## config.mk

```make
export PLATFORM = sky130hd
export DESIGN_NAME = num_to_seg
export DESIGN_NICKNAME = d
export VERILOG_FILES = /design/src/rtl/num_to_seg_pkg.sv /design/src/rtl/hex_to_seg7.sv /design/src/rtl/num_to_seg.sv
export SDC_FILE = /design/constraint.sdc
export NUM_CORES = 1
export LEC_CHECK = 0
export CORE_AREA = 2 2 46 48
export CTS_BUF_LIST = sky130_fd_sc_hd__clkbuf_4 sky130_fd_sc_hd__clkbuf_8
export DETAILED_ROUTE_END_ITERATION = 12
export DIE_AREA = 0 0 48 50
export HOLD_SLACK_MARGIN = 0.03
export MAX_ROUTING_LAYER = met4
export PLACE_DENSITY_LB_ADDON = 0.12
export RECOVER_POWER = 25
export SLEW_MARGIN = 10
export SYNTH_ARGS = -nofsm -noshare
export SYNTH_HDL_FRONTEND = slang
export SYNTH_SLANG_ARGS = --single-unit
```

## constraint.sdc

```tcl
create_clock -name i_CLK -period 3.6 [get_ports i_CLK]
set_input_delay 0.36 -clock i_CLK [delete_from_list [all_inputs] [get_ports i_CLK]]
set_output_delay 0.36 -clock i_CLK [all_outputs]
set_load 0.01 [all_outputs]
```

## src/rtl/num_to_seg_pkg.sv

```systemverilog
// Shared segment codes and digit type for the two-digit 7-segment encoder.
// All codes are active-low, ordered {g,f,e,d,c,b,a}.
package num_to_seg_pkg;

   typedef logic [3:0] digit_t;

   localparam logic [6:0] SEG_BLANK = 7'h7F;
   localparam logic [6:0] SEG_DASH  = 7'h3F;

   // Index k holds the glyph for hex digit k.
   localparam logic [15:0][6:0] SEG_HEX = {
      7'h0E, 7'h06, 7'h21, 7'h46,
      7'h03, 7'h08, 7'h10, 7'h00,
      7'h78, 7'h02, 7'h12, 7'h19,
      7'h30, 7'h24, 7'h79, 7'h40
   };

endpackage

```

## src/rtl/hex_to_seg7.sv

```systemverilog
// Combinational 4-bit to active-low 7-segment decoder.
// Output bit order is {g,f,e,d,c,b,a}.
module hex_to_seg7
   import num_to_seg_pkg::*;
(
   input  digit_t     i_digit,
   output logic [6:0] o_seg
);

   always_comb begin
      o_seg = SEG_HEX[i_digit];
   end

endmodule

```

## src/rtl/num_to_seg.sv

```systemverilog
// Registered two-digit number to active-low 7-segment encoder with DPs.
// Define NUM2SEG_BCD_EN for decimal display (0..99, dashes above).
module num_to_seg
   import num_to_seg_pkg::*;
#(
   parameter int N_BIT              = 8,
   parameter bit LEADING_ZERO_BLANK = 1'b0
)
(
   input  logic             i_CLK,
   input  logic             i_RST,
   input  logic [N_BIT-1:0] i_num,
   input  logic [1:0]       i_DP,
   output logic [15:0]      o_SEG
);

   digit_t     dig0;
   digit_t     dig1;
   logic       dash;
   logic       blank1;
   logic [6:0] raw0;
   logic [6:0] raw1;
   logic [6:0] seg0;
   logic [6:0] seg1;
   logic [15:0] seg_d;
   logic [15:0] seg_q;

`ifdef NUM2SEG_BCD_EN
   logic [15:0] num16;
   logic [6:0]  val7;

   // Only the low 7 bits matter once the value is known to be below 100.
   always_comb begin
      num16 = 16'(i_num);
      val7  = num16[6:0];
      dash  = (num16 > 16'd99);
      dig1  = digit_t'(val7 / 7'd10);
      dig0  = digit_t'(val7 % 7'd10);
   end
`else
   logic [7:0] num8;

   always_comb begin
      num8 = 8'(i_num);
      dash = 1'b0;
      dig1 = num8[7:4];
      dig0 = num8[3:0];
   end
`endif

   hex_to_seg7 u_dec0 (
      .i_digit (dig0),
      .o_seg   (raw0)
   );

   hex_to_seg7 u_dec1 (
      .i_digit (dig1),
      .o_seg   (raw1)
   );

   always_comb begin
      blank1 = LEADING_ZERO_BLANK && !dash && (dig1 == 4'd0);
      seg0   = dash ? SEG_DASH : raw0;
      unique case (1'b1)
         dash:    seg1 = SEG_DASH;
         blank1:  seg1 = SEG_BLANK;
         default: seg1 = raw1;
      endcase
      seg_d = {~i_DP[1], seg1, ~i_DP[0], seg0};
   end

   always_ff @(posedge i_CLK) begin
      if (i_RST) begin
         seg_q <= 16'hFFFF;
      end else begin
         seg_q <= seg_d;
      end
   end

   assign o_SEG = seg_q;

endmodule

```

# Word-level counts from Yosys, hierarchy flattened
# Memory sizes are Yosys's and may differ from the RTL's. A register that Yosys moved wholly into a read port is not among the register bits.
# Cells that the tools add are included.
# totals
regBits	16
mem_bits_ro	224
in_bits	12
out_inout_bits	16
wordCells	9
mem_count	2
# op_classes
n_lt_le_gt_ge	2
mux	2
bitwise_logic	2
# mem_list
memory	depth	word_bits	rd	rd_clocked_by_memory_dff	write_ports	line	text
(no name shown)	16	7	1	1	0	hex_to_seg7.sv:11	o_seg = SEG_HEX[i_digit];
(no name shown)	16	7	1	1	0	hex_to_seg7.sv:11	
# op_table
op	count
7-bit two-way mux	2
4-bit by 5-bit less-than comparator with 1-bit output, second input constant	2
1-bit NOT	2

# Logic depth before layout (Yosys ltp)
# logic_depth
ltp_word	2
ltp_mapped	5
ltp_nobuf	5

# Modules after synthesis
# From an unflattened synthesis, not the netlist that was laid out.
# hier_totals
hier_cells	97
hier_area_um2	982.2
# modules_own_cells
module	instances	cells_per_inst	area_per_inst_um2
hex_to_seg7	2	32	275.3
num_to_seg	1	33	431.7

# Worst setup path after synthesis
# Ideal clock, no wire load.
# synth_timing
path_type	in2reg
start	input i_num[5]
end	register seg_q[11], in the netlist o_SEG[11]
setup_ns	0.120
t_arrival_ns	1.354
required_time_ns	3.480
slack_ns	2.126
cell_stages	5
n_path_buf	0
path_cell_list	inv_1 ha_1 inv_1 mux4_2 or2_1
# synth_rtl
item	line	text
from (decl)	num_to_seg.sv:12	input logic [N_BIT-1:0] i_num,
to (decl)	num_to_seg.sv:26	logic [15:0] seg_q;

==> results_dict.tcl <==
set metrics [dict create \
    die_y_um 50 \
    clockBufferDepth 2 \
    dp.final_hpwl_mm 1.16 \
    die_x_um 48 \
    core_area_um2 1900 \
    area_delta_synth_final_pct 33.8 \
    syn_inst 89 \
    critical-path-top-delay-family "buffers and inverters" \
    fin_crit_sh_pct 54.7 \
    clk_pin_slew_ns 0.10 \
    synth_fp_nets 115 \
    layout_common_cells "clkdlybuf4s50_1 (21), dfxtp_1 (16), ha_1 (14), nor2_1 (9), dlygate4sd3_1 (6)" \
    fin_setup_tns_ns 0 \
    grt_setup_unrepaired "false" \
    antenna_found_initial 0 \
    num_rows 16 \
    viasPerCell 4.96 \
    cellPowerDensity_nw_per_um2 341 \
    endpoint_kind "flop" \
    grt_max_degree 18 \
    swShare_pct 25.6 \
    cts_buffers 3 \
    antenna_cells 0 \
    nets 141 \
    slew_headroom_pct 60.9 \
    holdCritPathClass "in2reg" \
    mostFrequentLayoutCell "clkdlybuf4s50_1" \
    crit_chain "dlygate4sd3_1 > inv_1 > ha_1 > inv_1 > mux4_2 > or2_1" \
    final_antenna_net_count 0 \
    status "completed" \
    postRouteWirelength_mm 1.59 \
    postCtsSetupRepairBufs 0 \
    cts_max_level 1 \
    post_route_cells_drive_above_1_share_pct 9.65 \
    critical_path_arrival_ns 2.15 \
    crit_buf_inv 3 \
    ios 28 \
    fp.dieArea_um2 2400 \
    worstPathRequired_ns 3.79 \
    hold_viol 0 \
    wl_per_cell_um 11.3 \
    p_int_mw 0.309 \
    slew_viol_final 0 \
    grt_pass1_vias 569 \
    p_sw_mw 0.106 \
    cp_max_fo 7 \
    first_pass_iters 4 \
    place_inst 137 \
    cts_sinks 16 \
    start_kind "input pin" \
    seq_area_frac_synth_pct 35.2 \
    ctsHoldBuffers 0 \
    fill_cells 154 \
    critPathLaunch "i_num[4]" \
    ys_ff_latch 16 \
    grt_usage_pct 15.1 \
    endpoint "o_SEG[11]" \
    start_util_pct 47.8 \
    max_freq_mhz 508 \
    route.vias.total 699 \
    tritoncts "built" \
    postCtsResizedCells 0 \
    drv_cap 0 \
    ir_drop_uv 200 \
    yosys_warnings 0 \
    ys_types 25 \
    drcViolationCount 0 \
    port_buffers 27 \
    crit_slowest_cell "dlygate4sd3_1" \
    cpPeakStageDelay_ns 0.66 \
    syn_area_per_cell_um2 10.2 \
    p_leak_nw 0.544 \
    finalNonFillerCells 141 \
    synth.cell_area_um2 910 \
    drt-initial-drc-count 9 \
    crit_top_cell "inv_1" \
    grt_pass1_wl_mm 2.53 \
    worstMarginPinSlew_ns 0.584 \
    pwr-share-comb_pct 24.2 \
    largest_reg_flops 16 \
    cp_num_cells 6 \
    setup_viol 0 \
    cts_root_buffer "clkbuf_4" \
    p_clk_share_pct 29.0 \
    gr-total-overflow 0 \
    min_period_ns 1.97 \
    crit_type "in2reg" \
    p_seq_share_pct 46.8 \
    place_congestion 0.790 \
]
==> cells by family (layout without fill, tap and decap cells) <==
| kind of cell | count (synthesis) | count (layout) | synth area share [%] |
|---|---|---|---|
| AO/OA/AOI/OAI | 18 | 18 | 15.4 |
| adder cells (fa/ha/maj) | 14 | 14 | 19.3 |
| buffers and inverters | 11 | 36 | 5.64 |
| flip-flops | 16 | 16 | 35.2 |
| multiplexers | 9 | 9 | 12.2 |
| AND/OR/NAND/NOR | 21 | 21 | 12.2 |
==> layer usage <==
metal	part of all wire, %	track usage (%)
met5	0	-
met3	4.1	3.30
met2	46	21.3
met4	1.9	6.76
met1	48	20.1
==> cell type report <==
cell class                      instances  area, um2  area share (%)
Multi-Input combinational cell         62        538            44.2
Sequential cell                        16        320            26.3
Timing Repair Buffer                   27        270            22.2
Clock buffer                            4       36.3            2.98
Tap cell                               27       33.8            2.77
Inverter                                5       18.8            1.54
==> cells in the mapped netlist <==
cell type,count,share of area (%)
or2_1,1,0.69
a2111oi_0,2,1.9
nor2b_1,3,2.1
a21oi_1,4,2.2
buf_2,2,1.1
clkbuf_1,3,1.2
nor3_1,2,1.1
mux4_2,1,2.5
buf_6,1,1.2
mux2_2,3,3.7
inv_1,5,2.1
o21bai_1,1,0.83
mux2_4,1,1.7
and3_2,1,0.83
and2_1,1,0.69
o21ai_0,2,1.1
ha_1,14,19
dfxtp_1,16,35
nor2_1,9,3.7
a211o_1,4,3.9
nor3b_1,1,0.83
nand2b_1,2,1.4
a221o_1,5,5.5
mux2i_1,4,4.4
and2b_2,1,0.96
==> power by group through the flow <==
stage	Clock [mW]	Combinational, mW	Sequential (mW)
floorplan	0	0.0464	0.207
global placement	0	0.102	0.198
detailed placement	0	0.103	0.199
CTS	0.126	0.103	0.195
global route	0.134	0.111	0.196
finish	0.121	0.101	0.194
==> through the flow <==
step           total power [mW]  util, %  hold WS [ns]  worst slack (ns)  instance area, um2
2_1_floorplan             0.253        -         0.434              2.13                 910
3_3_place_gp              0.300     62.1         0.852              1.46                1180
3_5_place_dp              0.302     62.1         0.858              1.40                1180
4_1_cts                   0.424     64.0         0.549              1.71                1220
5_1_grt                   0.442     64.0         0.547              1.56                1220
6_report                  0.415     64.0         0.554              1.63                1220
==> worst min-delay path by stage <==
| stage | to | start | slack (ns) | depth (start not counted) |
|---|---|---|---|---|
| after floorplan | o_SEG[15] | i_DP[1] | 0.43 | 1 |
| after global placement | o_SEG[7] | i_DP[0] | 0.85 | 2 |
| after detailed placement | o_SEG[7] | i_DP[0] | 0.86 | 2 |
| after CTS | o_SEG[7] | i_DP[0] | 0.55 | 2 |
| after global routing | o_SEG[15] | i_DP[1] | 0.55 | 2 |
| final | o_SEG[7] | i_DP[0] | 0.55 | 2 |
Power figures use the tool's default switching activity.
